[src/rtl/id_pipe_if.sv]
// Instruction-decode stream bundle: IF->ID instruction handshake plus the
// registered ID/EX payload handshake. Signal names match the legacy ports.
interface id_pipe_if #(
  parameter int DATA_W = 32
);
  // IF -> ID
  logic              in_valid;
  logic              in_ready;
  logic [31:0]       pc_i;
  logic [31:0]       inst_i;
  // ID -> EX
  logic              out_valid;
  logic              out_ready;
  logic [7:0]        aluop_o;
  logic [2:0]        alusel_o;
  logic [DATA_W-1:0] reg1_o;
  logic [DATA_W-1:0] reg2_o;
  logic [4:0]        wd_o;
  logic              wreg_o;
  logic [31:0]       pc_o;
  logic              inst_invalid_o;

  // Decode-stage view
  modport slave (
    input  in_valid, pc_i, inst_i, out_ready,
    output in_ready, out_valid, aluop_o, alusel_o, reg1_o, reg2_o,
           wd_o, wreg_o, pc_o, inst_invalid_o
  );

  // Environment view (fetch side + execute side)
  modport master (
    output in_valid, pc_i, inst_i, out_ready,
    input  in_ready, out_valid, aluop_o, alusel_o, reg1_o, reg2_o,
           wd_o, wreg_o, pc_o, inst_invalid_o
  );
endinterface

[src/rtl/id_pipe.sv]
// Instruction decode stage: decodes logic-class MIPS instructions, reads and
// forwards operands, detects load-use hazards and registers the ID/EX payload
// behind a valid/ready handshake. Counts load-use stall cycles.
module id_pipe #(
  parameter int DATA_W      = 32,
  parameter int STALL_CNT_W = 16
) (
  input  logic                   clk,
  input  logic                   rst,
  id_pipe_if.slave               bus,
  output logic                   reg1_read_o,
  output logic                   reg2_read_o,
  output logic [4:0]             reg1_addr_o,
  output logic [4:0]             reg2_addr_o,
  input  logic [DATA_W-1:0]      reg1_data_i,
  input  logic [DATA_W-1:0]      reg2_data_i,
  input  logic                   ex_wreg,
  input  logic                   ex_is_load,
  input  logic [4:0]             ex_wd,
  input  logic [DATA_W-1:0]      ex_wdata,
  input  logic                   mem_wreg,
  input  logic [4:0]             mem_wd,
  input  logic [DATA_W-1:0]      mem_wdata,
  input  logic                   flush,
  output logic [STALL_CNT_W-1:0] stall_cnt_o
);

  typedef enum logic [5:0] {
    OP_SPECIAL = 6'b000000,
    OP_ANDI    = 6'b001100,
    OP_ORI     = 6'b001101,
    OP_XORI    = 6'b001110,
    OP_LUI     = 6'b001111
  } opcode_e;

  typedef enum logic [5:0] {
    FN_AND = 6'b100100,
    FN_OR  = 6'b100101,
    FN_XOR = 6'b100110,
    FN_NOR = 6'b100111
  } funct_e;

  typedef enum logic [7:0] {
    ALU_NOP = 8'h00,
    ALU_AND = 8'h24,
    ALU_OR  = 8'h25,
    ALU_XOR = 8'h26,
    ALU_NOR = 8'h27
  } aluop_e;

  typedef enum logic [2:0] {
    SEL_NOP   = 3'b000,
    SEL_LOGIC = 3'b001
  } alusel_e;

  typedef struct packed {
    logic [7:0]        aluop;
    logic [2:0]        alusel;
    logic [DATA_W-1:0] reg1;
    logic [DATA_W-1:0] reg2;
    logic [4:0]        wd;
    logic              wreg;
    logic [31:0]       pc;
    logic              inval;
  } payload_t;

  // Decode results for the currently offered instruction
  logic [7:0]        aluop_dec;
  logic [2:0]        alusel_dec;
  logic              r1_en;
  logic              r2_en;
  logic [4:0]        r1_addr;
  logic [4:0]        r2_addr;
  logic [4:0]        wd_dec;
  logic              wreg_dec;
  logic              inval_dec;
  logic [DATA_W-1:0] imm_dec;

  logic [DATA_W-1:0] op1;
  logic [DATA_W-1:0] op2;
  logic              hazard;
  logic              in_ready;
  logic              capture;

  logic                   out_valid_q, out_valid_d;
  payload_t               payload_q, payload_d;
  logic [STALL_CNT_W-1:0] stall_cnt_q, stall_cnt_d;

  // Instruction decode: anything outside the supported set is flagged invalid
  always_comb begin
    aluop_dec  = ALU_NOP;
    alusel_dec = SEL_NOP;
    r1_en      = 1'b0;
    r2_en      = 1'b0;
    r1_addr    = bus.inst_i[25:21];
    r2_addr    = bus.inst_i[20:16];
    wd_dec     = '0;
    wreg_dec   = 1'b0;
    inval_dec  = 1'b1;
    imm_dec    = '0;
    if (bus.inst_i == '0) begin
      inval_dec = 1'b0;
    end else begin
      case (bus.inst_i[31:26])
        OP_ANDI, OP_ORI, OP_XORI: begin
          r1_en      = 1'b1;
          wd_dec     = bus.inst_i[20:16];
          wreg_dec   = 1'b1;
          inval_dec  = 1'b0;
          alusel_dec = SEL_LOGIC;
          imm_dec    = DATA_W'(bus.inst_i[15:0]);
          case (bus.inst_i[31:26])
            OP_ANDI: aluop_dec = ALU_AND;
            OP_ORI:  aluop_dec = ALU_OR;
            default: aluop_dec = ALU_XOR;
          endcase
        end
        OP_LUI: begin
          // Implemented as OR with $0, so port 1 always yields zero
          r1_en      = 1'b1;
          r1_addr    = '0;
          wd_dec     = bus.inst_i[20:16];
          wreg_dec   = 1'b1;
          inval_dec  = 1'b0;
          alusel_dec = SEL_LOGIC;
          aluop_dec  = ALU_OR;
          imm_dec    = DATA_W'({bus.inst_i[15:0], 16'h0000});
        end
        OP_SPECIAL: begin
          case (bus.inst_i[5:0])
            FN_AND, FN_OR, FN_XOR, FN_NOR: begin
              r1_en      = 1'b1;
              r2_en      = 1'b1;
              wd_dec     = bus.inst_i[15:11];
              wreg_dec   = 1'b1;
              inval_dec  = 1'b0;
              alusel_dec = SEL_LOGIC;
              case (bus.inst_i[5:0])
                FN_AND:  aluop_dec = ALU_AND;
                FN_OR:   aluop_dec = ALU_OR;
                FN_XOR:  aluop_dec = ALU_XOR;
                default: aluop_dec = ALU_NOR;
              endcase
            end
            default: ;
          endcase
        end
        default: ;
      endcase
    end
  end

  // Operand selection with EX-over-MEM forwarding priority
  always_comb begin
    if (!r1_en)                                 op1 = '0;
    else if (r1_addr == '0)                     op1 = '0;
    else if (ex_wreg && (ex_wd == r1_addr))     op1 = ex_wdata;
    else if (mem_wreg && (mem_wd == r1_addr))   op1 = mem_wdata;
    else                                        op1 = reg1_data_i;

    if (!r2_en)                                 op2 = imm_dec;
    else if (r2_addr == '0)                     op2 = '0;
    else if (ex_wreg && (ex_wd == r2_addr))     op2 = ex_wdata;
    else if (mem_wreg && (mem_wd == r2_addr))   op2 = mem_wdata;
    else                                        op2 = reg2_data_i;
  end

  assign hazard = bus.in_valid & ex_is_load & ex_wreg & (ex_wd != '0) &
                  ((r1_en & (ex_wd == r1_addr)) | (r2_en & (ex_wd == r2_addr)));

  assign in_ready = ~rst & ~flush & ~hazard & (~out_valid_q | bus.out_ready);
  assign capture  = bus.in_valid & in_ready;

  // Next-state for the ID/EX register and the stall counter
  always_comb begin
    out_valid_d = out_valid_q;
    payload_d   = payload_q;
    stall_cnt_d = stall_cnt_q;
    if (rst) begin
      out_valid_d = 1'b0;
      payload_d   = '0;
      stall_cnt_d = '0;
    end else begin
      if (hazard && (stall_cnt_q != '1))
        stall_cnt_d = stall_cnt_q + STALL_CNT_W'(1);
      if (flush) begin
        out_valid_d = 1'b0;
      end else if (capture) begin
        out_valid_d     = 1'b1;
        payload_d.aluop = aluop_dec;
        payload_d.alusel = alusel_dec;
        payload_d.reg1  = op1;
        payload_d.reg2  = op2;
        payload_d.wd    = wd_dec;
        payload_d.wreg  = wreg_dec;
        payload_d.pc    = bus.pc_i;
        payload_d.inval = inval_dec;
      end else if (bus.out_ready) begin
        out_valid_d = 1'b0;
      end
    end
  end

  // State registers (reset folded into the next-state logic)
  always_ff @(posedge clk) begin
    out_valid_q <= out_valid_d;
    payload_q   <= payload_d;
    stall_cnt_q <= stall_cnt_d;
  end

  assign reg1_read_o        = r1_en;
  assign reg2_read_o        = r2_en;
  assign reg1_addr_o        = r1_addr;
  assign reg2_addr_o        = r2_addr;
  assign bus.in_ready       = in_ready;
  assign bus.out_valid      = out_valid_q;
  assign bus.aluop_o        = payload_q.aluop;
  assign bus.alusel_o       = payload_q.alusel;
  assign bus.reg1_o         = payload_q.reg1;
  assign bus.reg2_o         = payload_q.reg2;
  assign bus.wd_o           = payload_q.wd;
  assign bus.wreg_o         = payload_q.wreg;
  assign bus.pc_o           = payload_q.pc;
  assign bus.inst_invalid_o = payload_q.inval;
  assign stall_cnt_o        = stall_cnt_q;

endmodule
[src/flat_wrapper.sv]
// flat-port wrapper written by rule: the top's interface ports become plain ports
module id_pipe_flat 
#(
  parameter int DATA_W      = 32,
  parameter int STALL_CNT_W = 16
)
  (clk, rst, reg1_read_o, reg2_read_o, reg1_addr_o, reg2_addr_o, reg1_data_i, reg2_data_i, ex_wreg, ex_is_load, ex_wd, ex_wdata, mem_wreg, mem_wd, mem_wdata, flush, stall_cnt_o, bus_in_valid, bus_pc_i, bus_inst_i, bus_out_ready, bus_in_ready, bus_out_valid, bus_aluop_o, bus_alusel_o, bus_reg1_o, bus_reg2_o, bus_wd_o, bus_wreg_o, bus_pc_o, bus_inst_invalid_o);
  id_pipe_if #(.DATA_W(DATA_W)) bus_i ();
  input  logic clk;
  input  logic rst;
  output logic reg1_read_o;
  output logic reg2_read_o;
  output logic [4:0] reg1_addr_o;
  output logic [4:0] reg2_addr_o;
  input  logic [DATA_W-1:0] reg1_data_i;
  input  logic [DATA_W-1:0] reg2_data_i;
  input  logic ex_wreg;
  input  logic ex_is_load;
  input  logic [4:0] ex_wd;
  input  logic [DATA_W-1:0] ex_wdata;
  input  logic mem_wreg;
  input  logic [4:0] mem_wd;
  input  logic [DATA_W-1:0] mem_wdata;
  input  logic flush;
  output logic [STALL_CNT_W-1:0] stall_cnt_o;
  input wire logic [$bits(bus_i.in_valid)-1:0] bus_in_valid;
  input wire logic [$bits(bus_i.pc_i)-1:0] bus_pc_i;
  input wire logic [$bits(bus_i.inst_i)-1:0] bus_inst_i;
  input wire logic [$bits(bus_i.out_ready)-1:0] bus_out_ready;
  output wire logic [$bits(bus_i.in_ready)-1:0] bus_in_ready;
  output wire logic [$bits(bus_i.out_valid)-1:0] bus_out_valid;
  output wire logic [$bits(bus_i.aluop_o)-1:0] bus_aluop_o;
  output wire logic [$bits(bus_i.alusel_o)-1:0] bus_alusel_o;
  output wire logic [$bits(bus_i.reg1_o)-1:0] bus_reg1_o;
  output wire logic [$bits(bus_i.reg2_o)-1:0] bus_reg2_o;
  output wire logic [$bits(bus_i.wd_o)-1:0] bus_wd_o;
  output wire logic [$bits(bus_i.wreg_o)-1:0] bus_wreg_o;
  output wire logic [$bits(bus_i.pc_o)-1:0] bus_pc_o;
  output wire logic [$bits(bus_i.inst_invalid_o)-1:0] bus_inst_invalid_o;
  assign bus_i.in_valid = bus_in_valid;
  assign bus_i.pc_i = bus_pc_i;
  assign bus_i.inst_i = bus_inst_i;
  assign bus_i.out_ready = bus_out_ready;
  assign bus_in_ready = bus_i.in_ready;
  assign bus_out_valid = bus_i.out_valid;
  assign bus_aluop_o = bus_i.aluop_o;
  assign bus_alusel_o = bus_i.alusel_o;
  assign bus_reg1_o = bus_i.reg1_o;
  assign bus_reg2_o = bus_i.reg2_o;
  assign bus_wd_o = bus_i.wd_o;
  assign bus_wreg_o = bus_i.wreg_o;
  assign bus_pc_o = bus_i.pc_o;
  assign bus_inst_invalid_o = bus_i.inst_invalid_o;
  id_pipe #(.DATA_W(DATA_W), .STALL_CNT_W(STALL_CNT_W)) u_core (.clk(clk), .rst(rst), .bus(bus_i), .reg1_read_o(reg1_read_o), .reg2_read_o(reg2_read_o), .reg1_addr_o(reg1_addr_o), .reg2_addr_o(reg2_addr_o), .reg1_data_i(reg1_data_i), .reg2_data_i(reg2_data_i), .ex_wreg(ex_wreg), .ex_is_load(ex_is_load), .ex_wd(ex_wd), .ex_wdata(ex_wdata), .mem_wreg(mem_wreg), .mem_wd(mem_wd), .mem_wdata(mem_wdata), .flush(flush), .stall_cnt_o(stall_cnt_o));
endmodule
[config.mk]
export PLATFORM = sky130hd
export DESIGN_NAME = id_pipe_flat
export DESIGN_NICKNAME = d
export VERILOG_FILES = /design/src/rtl/id_pipe_if.sv /design/src/rtl/id_pipe.sv /design/src/flat_wrapper.sv
export SDC_FILE = /design/constraint.sdc
export NUM_CORES = 1
export LEC_CHECK = 0
export BUFFER_PORTS_ARGS = -buffer_cell sky130_fd_sc_hd__buf_4
export CORE_MARGIN = 4
export CORE_UTILIZATION = 44
export CTS_BUF_LIST = sky130_fd_sc_hd__clkbuf_2
export DETAILED_ROUTE_END_ITERATION = 10
export GPL_TIMING_DRIVEN = 0
export HOLD_SLACK_MARGIN = 0.06
export PLACE_DENSITY = 0.79
export SLEW_MARGIN = 0
export SYNTH_ARGS = -nofsm -noshare
export SYNTH_HDL_FRONTEND = slang
export SYNTH_SLANG_ARGS = --single-unit
[constraint.sdc]
create_clock -name clk -period 2.65 [get_ports clk]
set_input_delay 0.53 -clock clk [delete_from_list [all_inputs] [get_ports clk]]
set_output_delay 0.53 -clock clk [all_outputs]
set_load 0.005 [all_outputs]
After elaboration in Yosys (flattened, before gate mapping) --
Index checks and enable logic that the tools add are counted.
Word-level totals: memories kept 0, latch bits 0, memory bits (writable) 0, input port bits 210, memory bits (read-only) 0, output and inout bits 144, register bits after elaboration 131
Cells by class: equality and inequality tests 13, reduce and logical (&&, ||, !) cells 16, $lt $le $gt $ge 0, multiplexer cells 33, multipliers 0, shift-type cells 0, $add $sub $neg 1, bitwise logic cells 16, divide/modulo/power cells 0
Operators by type and width (count):
- $mux 32 | 9
- $pmux 32 s2 | 1
- $logic_not 32->1 | 1
- $eq 6x4->1 const B | 4
- $eq 6x6->1 const B | 4
- $pmux 8 s3 | 1
- $eq 5x5->1 | 4
- $mux 5 | 4
- $add 16x1->16 const B | 1
- $mux 8 | 2
- $ne 16x16->1 const B | 1
- $and 1x1->1 | 10
- $logic_not 5->1 | 2
- $pmux 5 s2 | 1
- $mux 1 | 9
- $reduce_or 4->1 | 2
- $logic_not 6->1 | 1
- $pmux 2 s3 | 1
- $pmux 3 s2 | 1
- $logic_and 1x1->1 | 5
- $reduce_bool 5->1 | 1
- $not 1->1 | 4
- $pmux 1 s2 | 2
- $pmux 2 s2 | 1
- 6 further kinds | 7

Logic depth before layout (Yosys ltp) --
Gate-level depths: netlist of run 1.
depth after elaboration 13, gate-level depth with buffers 10

Worst setup path after synthesis of run 1 --
No wires, ideal clock.
path kind input to output, from in bus_inst_i[3], to out bus_in_ready, arrival 2097 ps, data required time 2120 ps, stages on the path 9, buffers on the path 3, setup slack 23 ps, cell sequence or4_1 nor3_2 and3_1 buf_4 a21oi_2 buf_6 buf_2 nor2_1 nor2b_1
Between the ends: word-level cells in the longest chain between the ends 11, elaborated cells between the ends (all ways) 20, those cells by class 5 x eq/ne; 6 x mux; 7 x bitwise; 2 x reduce/logical
RTL lines:
- start: declaration | line flat_wrapper.sv:28 | input wire logic [$bits(bus_i.inst_i)-1:0] bus_inst_i;
- $eq 6x6->1 | line id_pipe.sv:130 | case (bus.inst_i[5:0])
- $reduce_or 4->1 | line id_pipe.sv:130
- $mux 1 | line id_pipe.sv:130
- $pmux 1 s2 / $mux 1 (equally long branches) | line id_pipe.sv:104 | case (bus.inst_i[31:26])
- $mux 1 | line id_pipe.sv:101 | if (bus.inst_i == '0) begin
- $and 1x1->1 | line id_pipe.sv:169 | ((r1_en & (ex_wd == r1_addr)) | (r2_en & (ex_wd == r2_addr)));
- $or 1x1->1 (*) | line id_pipe.sv:169
- $and 1x1->1 (*) | line id_pipe.sv:168 | assign hazard = bus.in_valid & ex_is_load & ex_wreg & (ex_wd != '0) &
- $not 1->1 (*) | line id_pipe.sv:171 | assign in_ready = ~rst & ~flush & ~hazard & (~out_valid_q | bus.out_ready);
- $and 1x1->1 (*) (2 in series) | line id_pipe.sv:171
- end: declaration | line flat_wrapper.sv:30 | output wire logic [$bits(bus_i.in_ready)-1:0] bus_in_ready;
Every way passes the cells marked *; elsewhere a longest branch is shown, timed or not.

Worst setup path after layout of run 1 --
from in bus_inst_i[31], to out bus_in_ready
Between the ends: word-level cells in the longest chain between the ends 10, elaborated cells between the ends (all ways) 21, those cells by class 5 x eq/ne; 6 x mux; 7 x bitwise; 3 x reduce/logical
RTL lines (line):
- $eq 6x4->1 | id_pipe.sv:104
- $reduce_or 4->1 (no source line) / $mux 5 (equally long branches)
- $pmux 1 s2 / $mux 5 (equally long branches) | id_pipe.sv:104, id_pipe.sv:101
- $mux 1 / $eq 5x5->1 (equally long branches) | id_pipe.sv:101, id_pipe.sv:169
- $and 1x1->1 | id_pipe.sv:169
- $or 1x1->1 (*) | id_pipe.sv:169
- $and 1x1->1 (*) | id_pipe.sv:168
- $not 1->1 (*) | id_pipe.sv:171
- $and 1x1->1 (*) (2 in series) | id_pipe.sv:171
Marked as above.

==> results of run 1 <==
==> worst max-delay path, stage by stage <==
cell and delay [ps]:
buf_6 90, or4_4 560, nor3_4 240, and3_4 250, a21oi_4 40, buf_6 150
nor2_4 100, nor2b_1 50, buf_4 130
==> placed cells by master (no fill, tap or decap), drive strengths merged, types with 2 or more instances in the layout <==
master	synthesis	routed
a211oi	7	7
a21o	3	3
a21oi	50	50
a22oi	5	5
a2bb2oi	2	2
a31oi	9	9
and2	3	3
and3	35	35
and4	2	2
buf	38	397
bufinv	0	3
clkbuf	42	58
clkinv	0	4
clkinvlp	0	2
conb	1	6
dfxtp	123	123
dlygate4sd3	0	64
inv	40	46
mux2	77	77
mux2i	95	95
nand2	20	20
nand2b	41	41
nand3	13	13
nand4	5	5
nor2	29	29
nor2b	49	49
nor3	15	15
nor3b	2	2
nor4	7	7
o21a	2	2
o21ai	38	38
o21bai	30	30
o31ai	2	2
o32ai	32	32
or4	8	8
xnor2	2	2
xor2	11	11
==> stage by stage <==
| stage | hold slack (ps) | util (%) | TNS [ps] |
|---|---|---|---|
| floorplan | 465 | - | 0 |
| global placement | 462 | 62.6 | -49730 |
| detailed placement | 470 | 62.6 | -51590 |
| CTS | 61.3 | 68.5 | -62.5 |
| global route | 76.7 | 69.2 | -116 |
| finish | 97.4 | 69.2 | -32.8 |
==> cell families after synthesis <==
kind of cell | after synthesis | share of synthesized area, %
AO/OA/AOI/OAI | 187 | 16.6
XOR/XNOR | 13 | 1.50
adder cells (fa/ha/maj) | 1 | 0.165
buffers and inverters | 120 | 7.55
flip-flops | 123 | 32.4
multiplexers | 172 | 24.0
other | 1 | 0.0494
AND/OR/NAND/NOR | 234 | 17.8
==> per-layer routing <==
layer	vias to the layer above	routed length, µm	track usage (%)
met1	4013	11700	34.9
met2	489	16500	56.4
met5	-	0	0
met4	0	1200	13.0
li1	3947	-	-
met3	90	3200	8.92
==> registers in the layout (all words and copies together) (netlist names), 3 cells and up <==
name / cells
u_core.bus.pc_o: 32
u_core.bus.reg1_o: 32
u_core.bus.reg2_o: 32
u_core.stall_cnt_o: 16
u_core.bus.wd_o: 5
u_core.bus.aluop_o: 3
==> area by class of cell <==
type	count	area, µm²	area share [%]
plain buffers	77	423	3.65
flip-flops and latches	123	2460	21.2
inverters	40	150	1.30
multi-input cells	613	4640	40.0
clock buffers	17	85.1	0.734
well taps	220	275	2.38
repair buffers	425	3370	29.1
clock inverters	15	186	1.61
==> path summary, 6_finish.rpt <==
path / from / endpoint
min: ex_wdata[25] / u_core.bus.reg1_o[25]
min reg2reg: u_core.bus.reg2_o[30] / u_core.bus.reg2_o[30]
max reg2reg: u_core.bus.out_valid / u_core.bus.reg1_o[28]
max: bus_inst_i[31] / bus_in_ready
==> power groups by stage <==
stage / sequential [W] / clock, W / combinational [W]
after detailed placement: 0.00194 / 0 / 0.000765
after global routing: 0.00191 / 0.00148 / 0.000928
after floorplan: 0.00194 / 0 / 0.000310
after global placement: 0.00194 / 0 / 0.000755
after CTS: 0.00190 / 0.00140 / 0.000846
final: 0.00191 / 0.00139 / 0.000879
==> repair_timing <==
item,4_1_cts,5_1_grt
hold buffers,61,3
pin swaps,5,6
resized for setup,15,8
endpoints found under the hold margin,60,3
endpoints found under the setup margin,1,2
buffers inserted,7,7
==> summary.txt, run 1 <==
Run status
  • Status: complete, but fails checks
  • Failing checks: negative setup slack

Critical path
  • Worst Path Max Fanout: 3
  • CP startpoint kind: input pin
  • R2R Setup Slk: 140 ps
  • WP data arrival: 2150 ps
  • Critical path class: in -> out
  • Crit. End Element: primary output
  • Reg2reg path depth: 7
  • Required time of the critical path: approximately 2100 ps

Finish
  • Fin cells: 1,530
  • Share of cells above drive strength 1: approximately 39%
  • # diodes: 0
  • Final Net Count: 1,508
  • Area grow syn2layout: 52.7%
  • Fillers: about 1,300
  • Fin area: 11,600 µm²

Pwr
  • Worst IR drop on VDD: 0.407 mV
  • Leakage: 5.73 nW
  • Pwr dens: 360 nW/µm²
  • Sequential power share: 45.7%
  • Psw: 0.00124 W
  • Power Internal: 0.00293 W
  • Final Power: 0.00417 W
  • Clock power share: about a third
  • Combinational share of power: 21.1%
  • Sw Share: 29.7%

Synth
  • Seq/Total Area, Yosys: around a third
  • Most common cell in the netlist: dfxtp_1
  • Synth area leader: dfxtp_1
  • Gate Count Post-Synth: 851
  • Post-synth top cells: dfxtp_1, mux2i_1, mux2_2
  • Fraction of registers with async set/reset: 0%
  • Synth Warn #: 0
  • Post-synth top area share: 32.4%
  • Synthesized area: 7590 µm²
  • Number of synthesized flops with an enable pin: 0
  • Top FF cell, synth: dfxtp_1
  • Count of cell types in the netlist: 55
  • Flops & latches, synth: approximately 120
  • Synth top area cells: dfxtp_1, mux2i_1, mux2_2, nor2b_1, o32ai_1
  • Syn avg cell area: between 8 and 9 µm²

Route
  • DR vias: 8,539
  • Routed len/inst: 21.3 µm
  • Final WL: 32,600 µm
  • DRC: 0
  • 1st-pass router iterations: 6
  • Post-DRT Antenna Nets: 0
  • 1st-iter DRT viols: 491
  • Vias/cell: 5.58

Job
  • Number of max-cap violations: 0

Placement
  • Placed instance area: 10,500 µm²
  • RD Place Congestion: 0.967
  • Placed cells: between 1,000 and 1,500
  • IO Port Bufs: 347
  • Pre-CTS WS: -636 ps
  • HPWL Detailed: around 24,000 µm

Floorplanning
  • Die area: 19,400 µm²
  • Ports: 354
  • Core Area: 16,800 µm²
  • Site Rows: 47
  • Die width: 139 µm
  • Starting Density: 45.3%
  • Die height: 139 µm

Global routing
  • GRT Total Usage: 31.5%
  • Gr ovfl total: 0
  • Vias in the first global route: slightly below 9,000
  • Initial antenna violation count: 0
  • First-pass GRT wire length: about 48,000 µm
  • Largest net degree at the start of global routing: 19

Clock network
  • CTS Buf Count: 17
  • CTS tree: built
  • Clock transition at path regs: around 220 ps
  • Clock sinks: ~120
  • Clock Tree Root: clkbuf_2
  • Worst-Skew Late Latency: 740 ps
  • # H-tree levels: 4
  • Clock Tree Buf Depth: 2

Worst hold path
  • Hold crit path type: in -> reg
  • Hold depth: 3

Timing
  • Layout Skew: 21.9 ps
  • Worst slew margin: 43.8%
  • Slew Limit Fails: 0
  • Min Tclk post-route: 2680 ps
  • Least-Margin Pin Slew: 843 ps
  • Final worst slack: -32.8 ps
  • RSZ-0062 raised after global routing: true
  • Post-route clock period utilization: 101%
  • Final Hold Viols: 0
  • Final count of negative-setup-slack endpoints: 1
  • Max Clk Rate: 0.373 GHz
Note: power is estimated with default switching activity, not from simulation.
==> run 2: changes to the inputs <==
Settings changed: ABC_AREA set to 1, CTS_CLUSTER_DIAMETER set to 150, HOLD_SLACK_MARGIN 0.06 to 0.12.
==> summary.txt, run 2 <==
Clock network
  • Worst-Skew Late Latency: between 700 and 800 ps
  • Clock Tree Buf Depth: 2
  • CTS Buf Count: 17
  • Clock sinks: 123
  • # H-tree levels: 4
  • Clock transition at path regs: about 220 ps
  • CTS tree: built
  • Clock Tree Root: clkbuf_2

Synth
  • Number of synthesized flops with an enable pin: 0
  • Syn avg cell area: approximately 6.1 µm²
  • Synth Warn #: 0
  • Post-synth top cells: nand2_1, inv_1, nor2_1
  • Fraction of registers with async set/reset: 0%
  • Top FF cell, synth: dfxtp_1
  • Seq/Total Area, Yosys: 32.1%
  • Synth area leader: dfxtp_1
  • Post-synth top area share: 32.1%
  • Count of cell types in the netlist: 33
  • Flops & latches, synth: 123
  • Synth top area cells: dfxtp_1, nand2_1, inv_1, nor2_1, a21oi_1
  • Most common cell in the netlist: nand2_1
  • Gate Count Post-Synth: between 1,000 and 1,500
  • Synthesized area: roughly 7700 µm²

Placement
  • HPWL Detailed: 28,300 µm
  • RD Place Congestion: 0.999
  • IO Port Bufs: 347

Floorplanning
  • Ports: 354
  • Starting Density: 45.5%
  • Core Area: 16,800 µm²
  • Die height: 140 µm
  • Site Rows: 47
  • Die width: 140 µm
  • Die area: 19,600 µm²

Finish
  • Post-layout util: 66.8%
  • Commonest non-fill, non-tap cell in the layout: buf_4
  • Final Net Count: roughly 1,900
  • Area grow syn2layout: 46.7%
  • Most frequent cells in the layout: buf_4, nand2_1, inv_1
  • Share of cells above drive strength 1: between 20% and 30%

Worst hold path
  • Hold crit path type: in -> reg
  • Worst Hold Path EP: u_core.bus.reg1_o[12]
  • Hold depth: 5
  • Hold wc startpoint: reg1_data_i[12]

Global routing
  • Initial antenna violation count: 1
  • First-pass GRT wire length: 51,900 µm
  • Vias in the first global route: 9,232
  • GRT Total Usage: 34.0%
  • Gr ovfl total: 0
  • Largest net degree at the start of global routing: 17

Route
  • Routed len/inst: 18.6 µm
  • Final WL: 35,500 µm
  • 1st-pass router iterations: 8
  • DRC: 0
  • DR vias: roughly 10,000
  • Vias/cell: around 5.3
  • Post-DRT Antenna Nets: 0
  • 1st-iter DRT viols: 933

Timing
  • Worst-case hold slack: 173 ps
  • RSZ-0062 raised after global routing: false
  • Least-Margin Pin Slew: 665 ps
  • Post-route clock period utilization: 95.2%
  • Layout Skew: 23.0 ps
  • Worst slew margin: a little under three fifths
  • Setup TNS: 0 ps
  • Slew Limit Fails: 0
  • Min Tclk post-route: 2520 ps
  • Max Clk Rate: 0.396 GHz
  • Final count of negative-setup-slack endpoints: 0
  • Final Hold Viols: 0

Critical path
  • Reg-to-Reg End: u_core.bus.out_valid
  • CP startpoint kind: input pin
  • Crit. End Element: primary output
  • Worst Path Max Fanout: 7
  • WP data arrival: 1990 ps
  • Worst reg2reg path startpoint: u_core.bus.out_valid
  • Critical path class: in -> out
  • Reg2reg path depth: 8
  • Required time of the critical path: 2120 ps
  • R2R Setup Slk: 590 ps

Job
  • Number of max-cap violations: 0

Pwr
  • Pwr dens: 375 nW/µm²
  • Worst IR drop on VDD: 0.200 mV
  • Leakage: between 5 and 6 nW

Run status
  • Status: complete, no violations
run 2: cell types whose count changed in the layout (fill, tap and decap cells not counted), sizes merged, moves of 52 or more:
cell,before,now
o21ai,38,90
mux2,77,0
nor2,29,165
inv,46,166
nand2,20,354
nand4,5,60
a21oi,50,106
mux2i,95,0
run 2: logic make-up (layout without fill, tap and decap cells):
| group | count (synthesis) | in the layout | share of synthesized area [%] |
|---|---|---|---|
| AO/OA/AOI/OAI | 238 | 238 | 16.4 |
| adder cells (fa/ha/maj) | 1 | 1 | 0.163 |
| other | 1 | 7 | 0.0490 |
| flip-flops | 123 | 123 | 32.1 |
| AND/OR/NAND/NOR | 638 | 638 | 35.1 |
| buffers and inverters | 250 | 672 | 14.7 |
| XOR/XNOR | 13 | 13 | 1.49 |
run 2: layout make-up:
| class | instances | area [µm²] |
|---|---|---|
| fill | 1590 | 5580 |
| multi-input combinational | 896 | 4130 |
| timing repair buffer | 390 | 3020 |
| sequential | 123 | 2460 |
| inverter | 162 | 608 |
| buffer | 88 | 514 |
| tap | 220 | 275 |
| clock inverter | 14 | 139 |
| clock buffer | 18 | 90.1 |
| antenna | 1 | 2.50 |
run 2: metrics by stage:
stage / worst slack [ps] / power, W / instance area [µm²] / instances
2_1_floorplan: 492 / 0.00240 / 7680 / 1269
3_3_place_gp: -341 / 0.00293 / 10600 / 1836
3_5_place_dp: -347 / 0.00294 / 10600 / 1836
4_1_cts: 19.2 / 0.00418 / 11200 / 1904
5_1_grt: 27.8 / 0.00438 / 11200 / 1912
6_report: 128 / 0.00421 / 11200 / 1912
run 2: worst max-delay path by stage:
stage                    from               endpoint  slack, ps  cells after the start
6_report         bus_in_valid           bus_in_ready        130                      8
3_5_place_dp   bus_inst_i[31]  u_core.bus.reg2_o[17]       -350                     11
5_1_grt        bus_inst_i[27]           bus_in_ready         30                     14
3_3_place_gp   bus_inst_i[30]  u_core.bus.reg2_o[18]       -340                     11
2_1_floorplan  bus_inst_i[28]  u_core.bus.reg1_o[25]        490                     15
4_1_cts        bus_inst_i[31]           bus_in_ready         20                     10
run 2: worst max-delay path, cell delays in order:
cell	delay, ps
dlygate4sd3_1	550
buf_4	120
nand4_1	170
nor2_4	220
nand2_2	130
nand2_1	100
inv_1	40
buf_4	120
run 2: repair_timing:
action	in CTS	in global routing
setup buffers	0	6
endpoints found under the setup margin	1	1
resized for setup	2	10
endpoints found under the hold margin	35	0
pin swaps	0	5
cloned	0	1
hold buffers	36	0
run 2: report_power, final:
group | internal, W | total, W | switching [W] | leakage [nW]
sequential | 0.00192 | 0.00196 | 0.0000396 | 1.00
combinational | 0.000495 | 0.00102 | 0.000530 | 4.59
clock | 0.000367 | 0.00123 | 0.000861 | 0.145
run 2: per-layer routing:
layer / global-route usage, % / vias to the layer above / share of wire (%)
li1: - / 4871 / -
met1: 45.1 / 4480 / 40
met2: 53.0 / 593 / 44
met3: 8.11 / 101 / 11
met4: 14.2 / 0 / 4.6
met5: 0 / - / 0
